==> src/rtl/machine_timer.sv <==
// machine_timer: CLINT-style mtime/mtimecmp/msip block for a single hart,
// with a fixed one-cycle bus response and registered timer interrupt.
module machine_timer #(
    parameter int unsigned TICK_DIV  = 1,
    parameter logic [63:0] RESET_CMP = 64'hFFFF_FFFF_FFFF_FFFF
) (
    input  logic        clk_i,
    input  logic        rst_i,
    input  logic        req_i,
    input  logic        we_i,
    input  logic [3:0]  be_i,
    input  logic [4:0]  addr_i,
    input  logic [31:0] wdata_i,
    output logic        rvalid_o,
    output logic [31:0] rdata_o,
    output logic        irq_timer_o,
    output logic        irq_software_o
);
    localparam int PW = TICK_DIV > 1 ? $clog2(TICK_DIV) : 1;

    logic [PW-1:0] pre;
    logic [63:0]   mtime, mtimecmp, mtime_nxt, cmp_nxt;
    logic [31:0]   mask, rd;
    logic [2:0]    idx;
    logic          msip, tick, wr, unused_addr;

    assign idx         = addr_i[4:2];
    assign wr          = req_i & we_i;
    assign tick        = pre == PW'(TICK_DIV - 1);
    assign mask        = {{8{be_i[3]}}, {8{be_i[2]}}, {8{be_i[1]}}, {8{be_i[0]}}};
    assign unused_addr = ^addr_i[1:0];

    function automatic logic [31:0] merge(input logic [31:0] old, input logic [31:0] d,
                                          input logic [31:0] m);
        return (old & ~m) | (d & m);
    endfunction

    // A bus write to either mtime half replaces this cycle's increment entirely.
    always_comb begin
        mtime_nxt = tick ? mtime + 64'd1 : mtime;
        cmp_nxt   = mtimecmp;
        if (wr && idx == 3'd0) mtime_nxt = {mtime[63:32], merge(mtime[31:0], wdata_i, mask)};
        if (wr && idx == 3'd1) mtime_nxt = {merge(mtime[63:32], wdata_i, mask), mtime[31:0]};
        if (wr && idx == 3'd2) cmp_nxt = {mtimecmp[63:32], merge(mtimecmp[31:0], wdata_i, mask)};
        if (wr && idx == 3'd3) cmp_nxt = {merge(mtimecmp[63:32], wdata_i, mask), mtimecmp[31:0]};
        rd = idx == 3'd0 ? mtime[31:0] :
             idx == 3'd1 ? mtime[63:32] :
             idx == 3'd2 ? mtimecmp[31:0] :
             idx == 3'd3 ? mtimecmp[63:32] :
             idx == 3'd4 ? {31'b0, msip} : 32'b0;
    end

    always_ff @(posedge clk_i or posedge rst_i) begin
        if (rst_i) begin
            pre         <= '0;
            mtime       <= '0;
            mtimecmp    <= RESET_CMP;
            msip        <= 1'b0;
            rvalid_o    <= 1'b0;
            rdata_o     <= '0;
            irq_timer_o <= 1'b0;
        end else begin
            pre         <= tick ? '0 : pre + PW'(1);
            mtime       <= mtime_nxt;
            mtimecmp    <= cmp_nxt;
            if (wr && idx == 3'd4 && be_i[0]) msip <= wdata_i[0];
            rvalid_o    <= req_i;
            rdata_o     <= (req_i && !we_i) ? rd : 32'b0;
            irq_timer_o <= mtime >= mtimecmp;
        end
    end

    assign irq_software_o = msip;
endmodule
==> config.mk <==
export PLATFORM = sky130hd
export DESIGN_NAME = machine_timer
export DESIGN_NICKNAME = d
export VERILOG_FILES = /design/src/rtl/machine_timer.sv
export SDC_FILE = /design/constraint.sdc
export NUM_CORES = 1
export LEC_CHECK = 0
export ABC_AREA = 0
export CAP_MARGIN = 20
export CORE_UTILIZATION = 45
export CTS_BUF_LIST = sky130_fd_sc_hd__clkbuf_16
export DETAILED_ROUTE_END_ITERATION = 8
export PLACE_DENSITY = 0.74
export SLEW_MARGIN = 5
export SYNTH_ARGS = -nofsm -noshare
export SYNTH_HDL_FRONTEND = slang
export SYNTH_SLANG_ARGS = --single-unit
==> constraint.sdc <==
create_clock -name clk_i -period 5.2 [get_ports clk_i]
set_clock_uncertainty 0.1 [all_clocks]
set_input_delay 0.78 -clock clk_i [delete_from_list [all_inputs] [get_ports clk_i]]
set_output_delay 0.78 -clock clk_i [all_outputs]
set_load 0.01 [all_outputs]
Yosys cells after proc, flatten, opt, wreduce, memory -nomap -nowiden
Index checks and enable logic that the tools add are counted.
- magnitude comparators: 1
- muxes and demuxes: 12
- bitwise gates (word level): 13
- $add $sub $neg: 2
- reduce and logical (&&, ||, !) cells: 12
- equality and inequality tests: 7
- operators by type and width (operator ; count):
    two-way mux 64 bit ; 4
    two-way mux 32 bit ; 6
    bitwise AND 32 bit ; 5
    bitwise OR 32 bit ; 4
    adder 64 x 1 -> 64 bit, second input constant ; 1
    >= comparator 64 bit ; 1
    NOT 32 bit ; 1
    logical AND 1 bit ; 7
    equality test 3 x 2 -> 1 bit, second input constant ; 2
    != test 2 x 1 -> 1 bit, second input constant ; 3
    AND reduction 2 bit ; 3
    equality test 3 x 1 -> 1 bit, second input constant ; 1
    equality test 3 bit, second input constant ; 1
    logical NOT 3 bit ; 1
    two-way mux 1 bit ; 2
    NOT 1 bit ; 2
    adder 1 bit, second input constant ; 1
    bitwise AND 1 bit ; 1
    logical NOT 1 bit ; 1
- output and inout port bits: 35
- register bits after elaboration: 164

Longest topological paths before layout
Gate-level depths: netlist of run 1.
- word-level depth: 7
- gate-level depth with buffers: 9
- gate-level depth less buffers: 8

Worst setup path before layout of run 1
OpenSTA, ideal clock, no wires.
- kind: in2reg
- from: in addr_i[2]
- to: reg rdata_o[8]
- arrival: 2.342 ns
- path slack: 2.632 ns
- path buffers: 2
- cell stages on the path: 4
- setup time: 0.127 ns
- cell sequence: clkbuf_1 > buf_1 > mux4_1 > nor2b_1
- longest elaborated chain between the ends: 6
- elaborated cells between the ends (all ways): 9
- ends and longest elaborated chain (element ; RTL line ; text):
    start, declared ; 12 ; input logic [4:0] addr_i,
    equality test 3 x 2 -> 1 bit ; 49 ; idx == 3'd3 ? mtimecmp[63:32] :
    two-way mux 32 bit ; 49 ;
    two-way mux 32 bit ; 48 ; idx == 3'd2 ? mtimecmp[31:0] :
    two-way mux 32 bit ; 47 ; idx == 3'd1 ? mtime[63:32] :
    two-way mux 32 bit * ; 46 ; rd = idx == 3'd0 ? mtime[31:0] :
    two-way mux 32 bit * ; 68 ; rdata_o <= (req_i && !we_i) ? rd : 32'b0;
    end signal, assigned ; 68 ;
    end, declared ; 15 ; output logic [31:0] rdata_o,
Every way passes the cells marked *; elsewhere a longest branch is shown, timed or not.
A chain may end at the register's enable or synchronous reset.

==> results of run 1 <==
where the power goes:
| part | switching [mW] | leakage (nW) | internal [mW] |
|---|---|---|---|
| clock | 0.538 | 0.309 | 0.848 |
| combinational | 0.725 | 2.79 | 0.658 |
| sequential | 0.416 | 1.87 | 1.59 |
| total | 1.68 | 4.96 | 3.10 |
per-layer routing:
| metal | share of wire | vias up | global-route usage | routed length [um] |
|---|---|---|---|---|
| li1 | - | 4244 | - | - |
| met1 | 0.42 | 4540 | 0.362 | 13300 |
| met2 | 0.46 | 442 | 0.424 | 14500 |
| met3 | 0.082 | 82 | 0.0504 | 2580 |
| met4 | 0.036 | 0 | 0.121 | 1140 |
| met5 | 0 | - | 0 | 0 |
worst max-delay path by stage:
stage / cells after the start / start / end
2_1_floorplan: 1 / rst_i / async pin
3_3_place_gp: 8 / addr_i[4] / flip-flop
3_5_place_dp: 8 / addr_i[4] / flip-flop
4_1_cts: 8 / addr_i[4] / flip-flop
5_1_grt: 7 / addr_i[4] / flip-flop
6_report: 8 / addr_i[4] / flip-flop
cell type report:
type,count,share of cell area
clock inverters,15,0.0174
multi-input cells,813,0.477
inverters,88,0.0273
clock buffers,17,0.0346
well taps,313,0.0319
repair buffers,93,0.0733
flip-flops and latches,163,0.338
critical path: stages:
cell             delay [ps]
clkdlybuf4s50_1         720
or4_1                  1100
buf_4                   370
buf_4                   190
o21ai_1                 260
nor2_1                   80
nor2_1                  100
a21oi_1                  50
kinds of logic after synthesis:
family / Yosys count
fa+ha+maj: 65
compound gates: 271
buf+inv: 140
simple gates: 381
mux: 91
xor+xnor: 5
flops: 163
synthesized netlist by cell type, types with 5 or more instances:
cell	n
o22ai_1	19
a21o_1	12
nand3_1	48
o21ai_1	6
mux2i_1	6
o211ai_1	9
nor3_1	22
or4_1	7
inv_1	88
mux4_2	23
clkbuf_1	40
o21ai_0	57
nor4_1	14
o22a_1	7
a21oi_1	90
mux2_2	61
a211oi_1	10
and4_1	5
nand2_1	78
and3_1	14
or3_1	7
a31oi_1	5
a311oi_1	6
dfrtp_1	99
nor2b_1	31
buf_1	5
xnor2_1	5
dfstp_2	64
a22oi_1	11
ha_1	65
buf_2	7
nand4_1	38
nor2_1	89
==> results_dict.tcl, run 1 <==
set metrics [dict create \
    drt_iter0_markers 944 \
    status "complete, no violations" \
    drc 0 \
    dpl.hpwl_mm 22.7 \
    arrival_ps 3690 \
    track_usage 0.270 \
    syn_inst 1116 \
    synthesis.nets 1226 \
    post_cts_buffers 0 \
    place_inst 1469 \
    syn-mean-instance-area_um2 9.44 \
    fin_tns_setup_ps 0 \
    clockRootBuffer "clkbuf_16" \
    slew_violations 0 \
    muxShareOfSynthArea 0.123 \
    drt-vias-per-instance 6.20 \
    whs_ps 395 \
    synth.area.top_cells "dfrtp_1 24%, dfstp_2 16%, ha_1 7.7%" \
    overflow 0 \
    pre_cts_ws_ps 1370 \
    layout_commonest_cell "dfrtp_1" \
    async_reset_ff_frac 1.00 \
    io_pins 80 \
    place_congestion 0.953 \
    vdd_drop_max_v 0.000206 \
    postCtsHoldBufs 0 \
    rows 55 \
    synth.cell_area_um2 10500 \
    core_area_um2 22800 \
    min_period_over_period 0.669 \
    cellPowerDensity_nw_per_um2 389 \
    tightest_slew_ps 1070 \
    clk_pin_slew_ps 70 \
    multi_input_area_um2 5870 \
    rsz0062_at_grt "false" \
    cts_resized 0 \
    period_minus_slack_ps 3480 \
    critical_path_class "in2reg" \
    antenna_found_initial 0 \
    first_pass_iters 9 \
    total_power_mw 4.78 \
    r2r_cells 7 \
    layout.area.seq_um2 4160 \
    layout-drive-gt1-share 0.177 \
    final_util 0.540 \
    die_x_um 155 \
    ant_nets 0 \
    nets 1286 \
    yosys.cell_types.count 77 \
    clk_latency_ps 440 \
    setup_violations 0 \
    ys_seq_area_frac 0.395 \
    yosys_most_used_dff "dfrtp_1" \
    n_antenna_cell 0 \
    hold_depth 2 \
    yosys.area.top_type "dfrtp_1" \
    synth_top_area_share 0.235 \
    grt_max_degree 109 \
    htreeDepth 4 \
    crit_required_ps 5410 \
    startpoint_type "input port" \
    synth_top_family_by_area "simple AND/OR/NAND/NOR gates" \
    crit_path_end_kind "flip-flop" \
    cts_tree "built" \
    synth_compound_area_frac 0.161 \
    die_area_um2 24000 \
    synth_enable_flop_cells 0 \
    fp.dieH_um 155 \
    vias 9308 \
    ys_seq_elements 163 \
    num-fill-cells 2048 \
    hold_viol_final 0 \
    synth_fa_ha_area_frac 0.0772 \
    relSlewSlack 0.287 \
    maxCapViolCount 0 \
    wl_mm 31.5 \
    port_buffers 77 \
    synthXorXnorAreaFrac 0.00416 \
    initial_core_util 0.463 \
    cts_inserted_buffers 17 \
    layoutNonFillerInstCount 1502 \
    design_area_um2 12300 \
    synth-simple-area-share 0.190 \
    fmax_ghz 0.287 \
    clock_sinks 163 \
    clockBufferDepth 2 \
    yosysWarningCount 0 \
    syn_to_final_growth_pct 16.7 \
    grt_pass1_wl_mm 49.5 \
    ff2ff_setup_slack_ps 1780 \
    cp_max_fo 24 \
    wire_per_inst_um 21.0 \
    first_global_vias 8893 \
    mostFrequentLayoutCells "99 x dfrtp_1, 90 x a21oi_1, 89 x nor2_1" \
    hp-class "reg2reg" \
    leakagePower_nw 4.96 \
    place_area_um2 11600 \
    layout_setup_ws_ps 1720 \
]
Power figures use the tool's default switching activity.
==> inputs of run 2 (changes only) <==
==> constraint.sdc (replaced) <==
create_clock -name clk_i -period 2.85 [get_ports clk_i]
set_clock_uncertainty 0.1 [all_clocks]
set_input_delay 0.4275 -clock clk_i [delete_from_list [all_inputs] [get_ports clk_i]]
set_output_delay 0.4275 -clock clk_i [all_outputs]
set_load 0.01 [all_outputs]
==> run 2 against run 1 <==
Sequential cell count unchanged. Cell count increased by 4.7%. Sequential share of layout area shrank 1.4 points. Setup slack lost 1600 ps.
==> results_dict.tcl, run 2 (synthesis gave the netlist of run 1 again) <==
set metrics [dict create \
    cp.buffers_inverters 0 \
    slowest_stage "or4_1" \
    cts_inserted_buffers 17 \
    clock_sinks 163 \
    cts_tree "built" \
    slew_violations 0 \
    period_minus_slack_ps 2710 \
    drt-vias-per-instance 6.18 \
    htreeDepth 4 \
    die_area_um2 24000 \
    crit_required_ps 3070 \
    mostFrequentLayoutCells "99 x dfrtp_1, 90 x inv_1, 90 x a21oi_1" \
    status "complete, no violations" \
    die_x_um 155 \
    wl_mm 33.6 \
    cts_resized 0 \
    nets 1357 \
    grt_pass1_wl_mm 53.6 \
    first_pass_iters 5 \
    track_usage 0.291 \
    overflow 0 \
    clockBufferDepth 2 \
    clk_pin_slew_ps 60 \
    clk_latency_ps 440 \
    hp-class "in2async" \
    antenna_found_initial 0 \
    hold_viol_final 0 \
    n_antenna_cell 0 \
    rsz0062_at_grt "false" \
    crit_chain "ha_1 -> and4_1 -> and2_1 -> nand4_1 -> or4_1 -> and3_1 -> or3_1" \
    fmax_ghz 0.369 \
    multi_input_area_um2 5870 \
    leakagePower_nw 5.30 \
    tightest_slew_ps 704 \
    io_pins 80 \
    layoutNonFillerInstCount 1572 \
    startpoint_type "flip-flop" \
    arrival_ps 2920 \
    ant_nets 0 \
    postCtsHoldBufs 0 \
    critPathTopFamily "simple AND/OR/NAND/NOR gates" \
    layout_commonest_cell "dfrtp_1" \
    fin_tns_setup_ps 0 \
    drc 0 \
    dpl.hpwl_mm 24.7 \
    relSlewSlack 0.527 \
    cellPowerDensity_nw_per_um2 688 \
    grt_max_degree 97 \
    post_cts_buffers 0 \
    vdd_drop_max_v 0.000424 \
    design_area_um2 12800 \
    drt_iter0_markers 910 \
    place_area_um2 12300 \
    core_area_um2 22800 \
    syn_to_final_growth_pct 21.7 \
    crit_path_end_kind "flip-flop" \
    num-fill-cells 2002 \
    place_inst 1541 \
    cp_max_fo 5 \
    critical_path_class "reg2reg" \
    setup_violations 0 \
    vias 9710 \
    rows 55 \
    layout.area.seq_um2 4160 \
    maxCapViolCount 0 \
    slowest_delay_ps 580 \
    initial_core_util 0.463 \
    place_congestion 0.979 \
    clockRootBuffer "clkbuf_16" \
    min_period_over_period 0.950 \
    wire_per_inst_um 21.4 \
    first_global_vias 9737 \
    layout-drive-gt1-share 0.221 \
    fp.dieH_um 155 \
    port_buffers 77 \
]
[run 2: cell types whose count changed in the layout (fill, tap and decap cells not counted), moves of 2 or more]
cell and change:
buf_12 +7, buf_4 +65, bufinv_16 -2, clkinv_4 -3, inv_1 +3
[run 2: worst paths after layout]
path | startpoint | endpoint | slack (ps) | cells past startpoint
setup / recovery | flip-flop | flip-flop | 140 | 7
hold / removal | rst_i | rdata_o[30]$_DFF_PP0_ | 130 | 2
setup reg to reg | flip-flop | flip-flop | 140 | 7
hold reg to reg | flip-flop | flip-flop | 400 | 2
max in group asynchronous | rst_i | mtimecmp[46]$_DFFE_PP1P_ | 1760 | 3
min in group clk_i | flip-flop | flip-flop | 400 | 2
[run 2: report_power, final]
group / total (mW) / internal, mW / switching [mW]
logic: 3.08 / 1.43 / 1.65
registers: 3.43 / 2.91 / 0.523
clock network: 2.31 / 1.35 / 0.958
[run 2: worst register-to-register path, delay by kind of cell (launching register included)]
kind | cells | cell delay (ps)
flip-flops | 1 | 400
AND/OR/NAND/NOR | 6 | 1840
adder cells (fa/ha/maj) | 1 | 240
[run 2: area by class of cell]
| cell class | count | area share |
|---|---|---|
| Clock buffer | 17 | 0.0332 |
| Clock inverter | 14 | 0.0115 |
| Inverter | 88 | 0.0260 |
| Multi-Input combinational cell | 813 | 0.458 |
| Sequential cell | 163 | 0.324 |
| Tap cell | 313 | 0.0305 |
| Timing Repair Buffer | 164 | 0.117 |
[run 2: stage by stage]
step	hold WS [ps]	power, mW	worst slack, ps	util
finish	134	8.82	143	0.563
global route	147	9.32	26.6	0.563
CTS	132	8.80	189	0.563
global placement	380	6.31	79.7	0.538
detailed placement	387	6.46	69.7	0.538
floorplan	359	5.21	304	-
[run 2: routing by layer]
| metal | GRT usage | share of wire | wire [um] |
|---|---|---|---|
| met1 | 0.385 | 0.42 | 14000 |
| met2 | 0.472 | 0.47 | 15800 |
| met3 | 0.0518 | 0.077 | 2580 |
| met4 | 0.120 | 0.037 | 1250 |
| met5 | 0 | 0 | 0 |
==> inputs of run 3 (changes only) <==
--- a/config.mk
+++ b/config.mk
@@ -7,10 +7,11 @@
 export LEC_CHECK = 0
 export ABC_AREA = 0
 export CAP_MARGIN = 20
-export CORE_UTILIZATION = 45
+export CORE_UTILIZATION = 54
 export CTS_BUF_LIST = sky130_fd_sc_hd__clkbuf_16
 export DETAILED_ROUTE_END_ITERATION = 8
-export PLACE_DENSITY = 0.74
+export PLACE_DENSITY = 0.85
+export SETUP_SLACK_MARGIN = 0.1
 export SLEW_MARGIN = 5
 export SYNTH_ARGS = -nofsm -noshare
 export SYNTH_HDL_FRONTEND = slang
==> run 3 against run 2 <==
Global-route usage is 5.8 points higher. Power is 0.41% lower. Core utilization is 11 points higher. Cell count is 3.0% lower. Wire length is 0.22% lower. Die area is 16% lower. Critical path depth is 1 higher. Largest power group unchanged.
==> results_dict.tcl, run 3 (synthesis gave the netlist of run 1 again) <==
set metrics [dict create \
    cts_inserted_buffers 17 \
    startpoint_type "flip-flop" \
    fp.dieH_um 142 \
    crit_path_end_kind "flip-flop" \
    core_area_um2 18900 \
    post_cts_buffers 0 \
    r2r_cells 8 \
    postCtsHoldBufs 0 \
    vdd_drop_max_v 0.000446 \
    pwr-share-comb 0.357 \
    clock_sinks 163 \
    syn_to_final_growth_pct 21.0 \
    slowest_delay_ps 600 \
    io_pins 80 \
    p_switching_mw 3.18 \
    cts_tree "built" \
    ant_nets 0 \
    wl_mm 33.5 \
    seq_power_share 0.390 \
    whs_ps 369 \
    clk_pin_slew_ps 60 \
    cts_resized 0 \
    clk_latency_ps 440 \
    period_minus_slack_ps 2650 \
    initial_core_util 0.558 \
    status "complete, no violations" \
    first_pass_iters 8 \
    crit_required_ps 3080 \
    drt-vias-per-instance 6.49 \
    layoutNonFillerInstCount 1525 \
    maxCapViolCount 0 \
    drt_iter0_markers 1312 \
    final_util 0.675 \
    leakagePower_nw 5.31 \
    cellPowerDensity_nw_per_um2 689 \
    place_inst 1493 \
    track_usage 0.349 \
    rsz0062_at_grt "false" \
    clockBufferDepth 2 \
    fin_tns_setup_ps 0 \
    hold_viol_final 0 \
    die_x_um 142 \
    crit_chain "ha_1 -> and4_1 -> buf_4 -> nand3_1 -> nor3_1 -> nand3_1 -> o22a_1 -> o22a_1" \
    mostFrequentLayoutCells "99 x dfrtp_1, 91 x inv_1, 90 x a21oi_1" \
    power_switching_share 0.362 \
    drc 0 \
    overflow 0 \
    fmax_ghz 0.378 \
    ff2ff_setup_slack_ps 200 \
    hp-class "in2async" \
    slew_violations 0 \
    rows 50 \
    arrival_ps 2870 \
    layout_commonest_cell "dfrtp_1" \
    cp_max_fo 5 \
    critPathTopFamily "simple AND/OR/NAND/NOR gates" \
    layout-drive-gt1-share 0.225 \
    first_global_vias 9757 \
    cp.depth 8 \
    dpl.hpwl_mm 24.7 \
    die_area_um2 20100 \
    slowest_stage "nor3_1" \
    port_buffers 77 \
    setup_violations 0 \
    clockPowerShare 0.253 \
    n_antenna_cell 0 \
    grt_pass1_wl_mm 53.0 \
    critical_path_class "reg2reg" \
    clockRootBuffer "clkbuf_16" \
    min_period_over_period 0.929 \
    relSlewSlack 0.528 \
    place_congestion 1.02 \
    vias 9904 \
    wire_per_inst_um 22.0 \
    tightest_slew_ps 703 \
    grt_max_degree 72 \
    cp.buffers_inverters 1 \
    nets 1362 \
    internal_power_mw 5.61 \
    antenna_found_initial 0 \
    htreeDepth 4 \
]
[run 3: cell count changes in the layout (fill, tap and decap cells not counted)]
cell / previous run / this run
buf_4: 80 / 87
clkinvlp_4: 2 / 5
buf_12: 7 / 5
bufinv_16: 3 / 2
clkinv_1: 3 / 2
clkinv_2: 2 / 3
clkinv_4: 1 / 0
inv_1: 90 / 91
inv_6: 1 / 0
[run 3: worst max path at each step]
stage               from        end  slack, ps
6_report       flip-flop  flip-flop        200
5_1_grt        flip-flop  flip-flop        130
4_1_cts        flip-flop  flip-flop        270
3_5_place_dp       req_i  flip-flop         80
3_3_place_gp       req_i  flip-flop         80
2_1_floorplan      rst_i  async pin        300
[run 3: layout make-up]
type	count	area, um2
Clock buffer	17	425
Clock inverter	15	128
Fill cell	1492	6140
Inverter	88	334
Multi-Input combinational cell	813	5870
Sequential cell	163	4160
Tap cell	260	325
Timing Repair Buffer	169	1510
[run 3: layer usage]
layer  wire (um)  GRT usage
met1       13300      0.456
met2       15500      0.555
met3        3210     0.0763
met4        1490      0.159
met5           0          0
[run 3: worst register-to-register path, delay by kind of cell (launching register included)]
kind	cells	cell delay (ps)
adder cells (fa/ha/maj)	1	240
buffers and inverters	1	130
AND/OR/NAND/NOR	4	1260
AO/OA/AOI/OAI	2	400
flip-flops	1	400
[run 3: power by group through the flow]
stage / Clock (mW) / Sequential, mW / Combinational (mW)
after floorplan: 0 / 3.37 / 1.84
after global placement: 0 / 3.41 / 2.89
after detailed placement: 0 / 3.44 / 3.03
after CTS: 2.23 / 3.41 / 3.08
after global routing: 2.32 / 3.49 / 3.44
final: 2.22 / 3.43 / 3.14
[run 3: through the flow]
stage               cell area, um2  setup slack [ps]  total power [mW]
finish                       12800               203              8.79
global route                 12800               130              9.24
CTS                          12800               274              8.72
detailed placement           12200              83.4              6.47
global placement             12200              80.8              6.29
floorplan                    10500               304              5.21
